File: config.mk
export PLATFORM = sky130hd
export DESIGN_NAME = mod_n_updown_counter
export DESIGN_NICKNAME = d
export VERILOG_FILES = /design/src/rtl/mod_n_updown_counter.sv
export SDC_FILE = /design/constraint.sdc
export NUM_CORES = 1
export LEC_CHECK = 0
export ABC_AREA = 1
export CAP_MARGIN = 40
export CELL_PAD_IN_SITES_DETAIL_PLACEMENT = 2
export CELL_PAD_IN_SITES_GLOBAL_PLACEMENT = 2
export CORE_MARGIN = 4
export CORE_UTILIZATION = 24
export CTS_BUF_LIST = sky130_fd_sc_hd__clkbuf_2 sky130_fd_sc_hd__clkbuf_4 sky130_fd_sc_hd__clkbuf_8
export CTS_CLUSTER_SIZE = 16
export DETAILED_ROUTE_END_ITERATION = 7
export PLACE_DENSITY_LB_ADDON = 0.1
export SYNTH_ARGS = -nofsm -noshare
export SYNTH_HDL_FRONTEND = slang
export SYNTH_SLANG_ARGS = --single-unit
export TNS_END_PERCENT = 50
File: constraint.sdc
create_clock -name clk -period 1.96 [get_ports clk]
set_input_delay 0.392 -clock clk [delete_from_list [all_inputs] [get_ports clk]]
set_output_delay 0.392 -clock clk [all_outputs]
set_load 0.005 [all_outputs]
File: src/rtl/mod_n_updown_counter.sv
// Parametrised synchronous modulo-N up/down counter with load, clear and a sticky wrap flag.
// Stages cascade by wiring tc of one instance to en of the next on the same clock.
module mod_n_updown_counter #(
    parameter int WIDTH   = 5,
    parameter int MODULUS = 32,
    parameter int INIT    = 0
) (
    input  logic             clk,
    input  logic             reset,
    input  logic             en,
    input  logic             up_dn,
    input  logic             clear,
    input  logic             load,
    input  logic [WIDTH-1:0] load_val,
    output logic [WIDTH-1:0] count,
    output logic             tc,
    output logic             wrapped
);

    localparam logic [WIDTH-1:0] C_MAX     = WIDTH'(MODULUS - 1);
    localparam logic [WIDTH-1:0] C_INIT    = WIDTH'(INIT);
    // One extra bit so MODULUS == 2**WIDTH is representable in the load range check.
    localparam logic [WIDTH:0]   C_MOD_EXT = (WIDTH + 1)'(MODULUS);

    logic [WIDTH-1:0] r_count;
    logic             r_wrapped;

    logic             w_at_max;
    logic             w_at_zero;
    logic             w_wrap_step;
    logic             w_load_ok;
    logic [WIDTH-1:0] w_load_val;
    logic [WIDTH-1:0] w_step_val;

    assign w_at_max    = (r_count == C_MAX);
    assign w_at_zero   = (r_count == '0);
    assign w_wrap_step = up_dn ? w_at_max : w_at_zero;

    // Out-of-range load values saturate at the top of the range.
    assign w_load_ok  = ({1'b0, load_val} < C_MOD_EXT);
    assign w_load_val = w_load_ok ? load_val : C_MAX;

    always_comb begin
        w_step_val = r_count;
        if (up_dn) begin
            w_step_val = w_at_max ? '0 : (r_count + WIDTH'(1));
        end else begin
            w_step_val = w_at_zero ? C_MAX : (r_count - WIDTH'(1));
        end
    end

    always_ff @(posedge clk) begin
        if (reset) begin
            r_count   <= C_INIT;
            r_wrapped <= 1'b0;
        end else if (clear) begin
            r_count   <= C_INIT;
            r_wrapped <= 1'b0;
        end else if (load) begin
            r_count   <= w_load_val;
            r_wrapped <= 1'b0;
        end else if (en) begin
            r_count <= w_step_val;
            if (w_wrap_step) begin
                r_wrapped <= 1'b1;
            end
        end
    end

    // Combinational so the next stage steps on the very edge that wraps this one.
    assign tc      = en & ~clear & ~load & w_wrap_step;
    assign count   = r_count;
    assign wrapped = r_wrapped;

endmodule

==> impl_metrics.csv <==
group,metric,value,unit
status,status,"finished, violations left",
status,violations,"design-rule violations",
sta,slew_headroom,0.8148,
worst_setup_path,cp_max_fo,2,
synthesis,yosysWarnings,0,
worst_setup_path,cp-startpoint,"count[0]",
sta,holdWs,0.4535,ns
placed_design,port_buffers,17,
cts,cts.sinks,6,
grt,grt_first_pass_wirelength,3.815,mm
synthesis,muxShareOfSynthArea,0,
placed_design,dp.cells,133,
synthesis,yosysMostFrequentCell,"nand2_1",
pwr,power_leakage,0.4168,nW
synthesis,synth_cell_types,22,
worst_setup_path,critPathBufInv,1,
sta,fin_crit,1.906,ns
detailed_routing,viasPerCell,4.676,
worst_setup_path,worstSetupStartpointType,"flop",
sta,finalSetupViolCount,0,
detailed_routing,drt-initial-drc-count,14,
worst_setup_path,rr_startpoint,"count[0]",
worst_setup_path,crit_end,"tc",
sta,rsz0062_at_grt,"true",
detailed_routing,wire_per_inst,16.96,um
synthesis,yosys.area.top_type_share,0.2217,
cts,cts_buffer_depth,2,
worst_setup_path,critical_path.max_stage_delay,0.35,ns
detailed_routing,drt-pass1-iter-count,6,
floorplanning,dieArea,3081,sq um
worst_hold_path,whs_path_depth,2,
cells_and_area,fin_cells,142,
synthesis,syn_area,541.8,sq um
synthesis,synth-adder-area-share,0.09238,
floorplanning,fp.dieW,55.51,um
synthesis,synth_top_family_by_area,"simple AND/OR/NAND/NOR gates",
worst_hold_path,hp-class,"reg2reg",
cts,cts_root_buf,"clkbuf_4",
cts,cts_max_level,1,
worst_setup_path,cp.arrival,1.51,ns
synthesis,netlist_instances,77,
grt,grt_max_degree,10,
sta,setup_slack,0.05444,ns
synthesis,synth_seq_cells,6,
cts,cts_buffers,3,
worst_setup_path,crit_type,"reg2out",
floorplanning,io_pins,18,
pwr,powerDensity,448.5,nW/um^2
sta,clock_skew,0.005069,ns
cells_and_area,num_antenna_cells,0,
grt,grt_pass1_vias,763,
sta,tns,0,ns
synthesis,async_flop_share,0,
sta,finalCritPeriodShare,0.9722,
synthesis,ys_seq_area_frac,0.2217,
grt,overflow,0,
worst_setup_path,reg2reg_slack,0.28,ns
floorplanning,chipHeight,55.51,um
detailed_routing,via_count,664,
worst_setup_path,cp_common_cell,"ha_4",
detailed_routing,drcViolationCount,1,
placed_design,hpwlAfterDp,1.621,mm
cts,holdBufCountCts,0,
sta,finalHoldViolCount,0,
synthesis,syn_avg_cell_area,7.036,sq um
floorplanning,core_area,2042,sq um
grt,grt_util_all_layers,0.1615,
worst_setup_path,cp_data_required_time,1.57,ns
run,drv_cap,0,
grt,grt_antenna_before_repair,0,
cts,cts_tree,"done",
placed_design,gp_congestion,0.7591,
synthesis,synth_compound_area_frac,0.2102,
worst_setup_path,cp-end-kind,"output port",
synthesis,synth_ff_type,"dfxtp_1",
worst_setup_path,crit_family,"simple AND/OR/NAND/NOR gates",
worst_setup_path,r2r_cells,11,
cells_and_area,fin_nets,132,
worst_setup_path,cp.depth,8,
cells_and_area,drive_gt1_frac,0.4087,
cts,clk_latency,0.26,ns
synthesis,yosysTopAreaCell,"dfxtp_1",
cells_and_area,syn2layout_area_growth,77.37,%
worst_setup_path,crit_path_top_delay_cell,"dfxtp_2",
sta,max_freq,524.8,MHz
synthesis,synthTopCellsByArea,"dfxtp_1, ha_1, nand2_1",
floorplanning,rows,16,
placed_design,pre_cts_slack,-0.3534,ns
synthesis,synthSimpleGateAreaFrac,0.3279,
detailed_routing,postRouteAntennaNets,0,
sta,drv_slew,0,
sta,worstMarginPinSlew,0.2775,ns
cells_and_area,fillCellCount,240,
synthesis,synthTopCellsByCount,"nand2_1, inv_1, nand3_1",
synthesis,synth_edf_count,0,
cts,clkTransAtPathRegs,0.05,ns
worst_setup_path,path_cells,"ha_4 > nand2_4 > nor2_4 > ha_4 > or2_4 > nand3_4 > nor3_2 > buf_2",
floorplanning,start_util,0.2653,
worst_setup_path,r2r-end,"count[2]",
synthesis,synth_xor_xnor_area_share,0.01617,
synthesis,syn_nets,92,
detailed_routing,wl,2.409,mm
pwr,ir_drop,213.8,uV
## metrics by stage
step / power, mW / cell area (sq um) / utilization
finish: 0.4310 / 960.9 / 0.4706
detailed placement: 0.2807 / 828.3 / 0.4056
global route: 0.4595 / 960.9 / 0.4706
global placement: 0.2746 / 828.3 / 0.4056
CTS: 0.4258 / 938.4 / 0.4596
floorplan: 0.2047 / 541.8 / -
## cells by family (layout without fill, tap and decap cells)
kind of cell / count (synthesis) / in the layout
AND/OR/NAND/NOR: 33 / 33
XOR/XNOR: 1 / 1
AO/OA/AOI/OAI: 18 / 18
adder cells (fa/ha/maj): 4 / 4
buffers and inverters: 15 / 53
flip-flops: 6 / 6
## cell usage in the layout (no fill, tap or decap), drive strengths merged
cell type,n
nand2,14
o21ai,5
nor3,1
nand4,1
clkbuf,3
a22oi,4
xnor2,1
dfxtp,6
nand3,8
nor2,8
inv,13
o21a,1
clkdlybuf4s50,16
or2,1
ha,4
buf,21
a21oi,8
## per-layer routing
layer,vias up,wire length (um),track usage
li1,331,-,-
met1,315,1021,0.1773
met2,16,1279,0.3007
met3,2,93,0.05128
met4,0,14,0.03125
met5,-,0,0
## power breakdown
part / switching [mW] / total, mW / internal, mW
registers: 0.00626 / 0.135 / 0.128
logic: 0.0814 / 0.170 / 0.0881
clock network: 0.0567 / 0.127 / 0.0701
total: 0.144 / 0.431 / 0.287
## state kept, by name, indices dropped and copies added (netlist names)
name	count
count	5
wrapped	1
## worst min-delay path, delay by kind of cell (launching register included)
family / cells / cell delay [ns]
flops: 1 / 0.31
buf+inv: 1 / 0.05
compound gates: 1 / 0.05
## cell type report
class	instances	area (sq um)	share of cell area
timing repair buffer	37	315.3	0.3281
inverter	13	48.80	0.05078
tap	27	33.78	0.03516
multi-input combinational	56	417.9	0.4349
clock buffer	3	22.52	0.02344
sequential	6	122.6	0.1276
## worst min path at each step
stage	slack, ns	to	startpoint
2_1_floorplan	0.44	wrapped	wrapped
3_3_place_gp	0.45	wrapped	wrapped
3_5_place_dp	0.45	wrapped	wrapped
4_1_cts	0.46	wrapped	wrapped
5_1_grt	0.49	wrapped	wrapped
6_report	0.45	wrapped	wrapped
## what timing repair did
action                     CTS  global route
setup endpoints to repair    1             1
pin swaps                    8             5
setup buffers                4             2
resized for setup           21             1
hold endpoints to repair     0             0
Note: power is estimated with default switching activity, not from simulation.
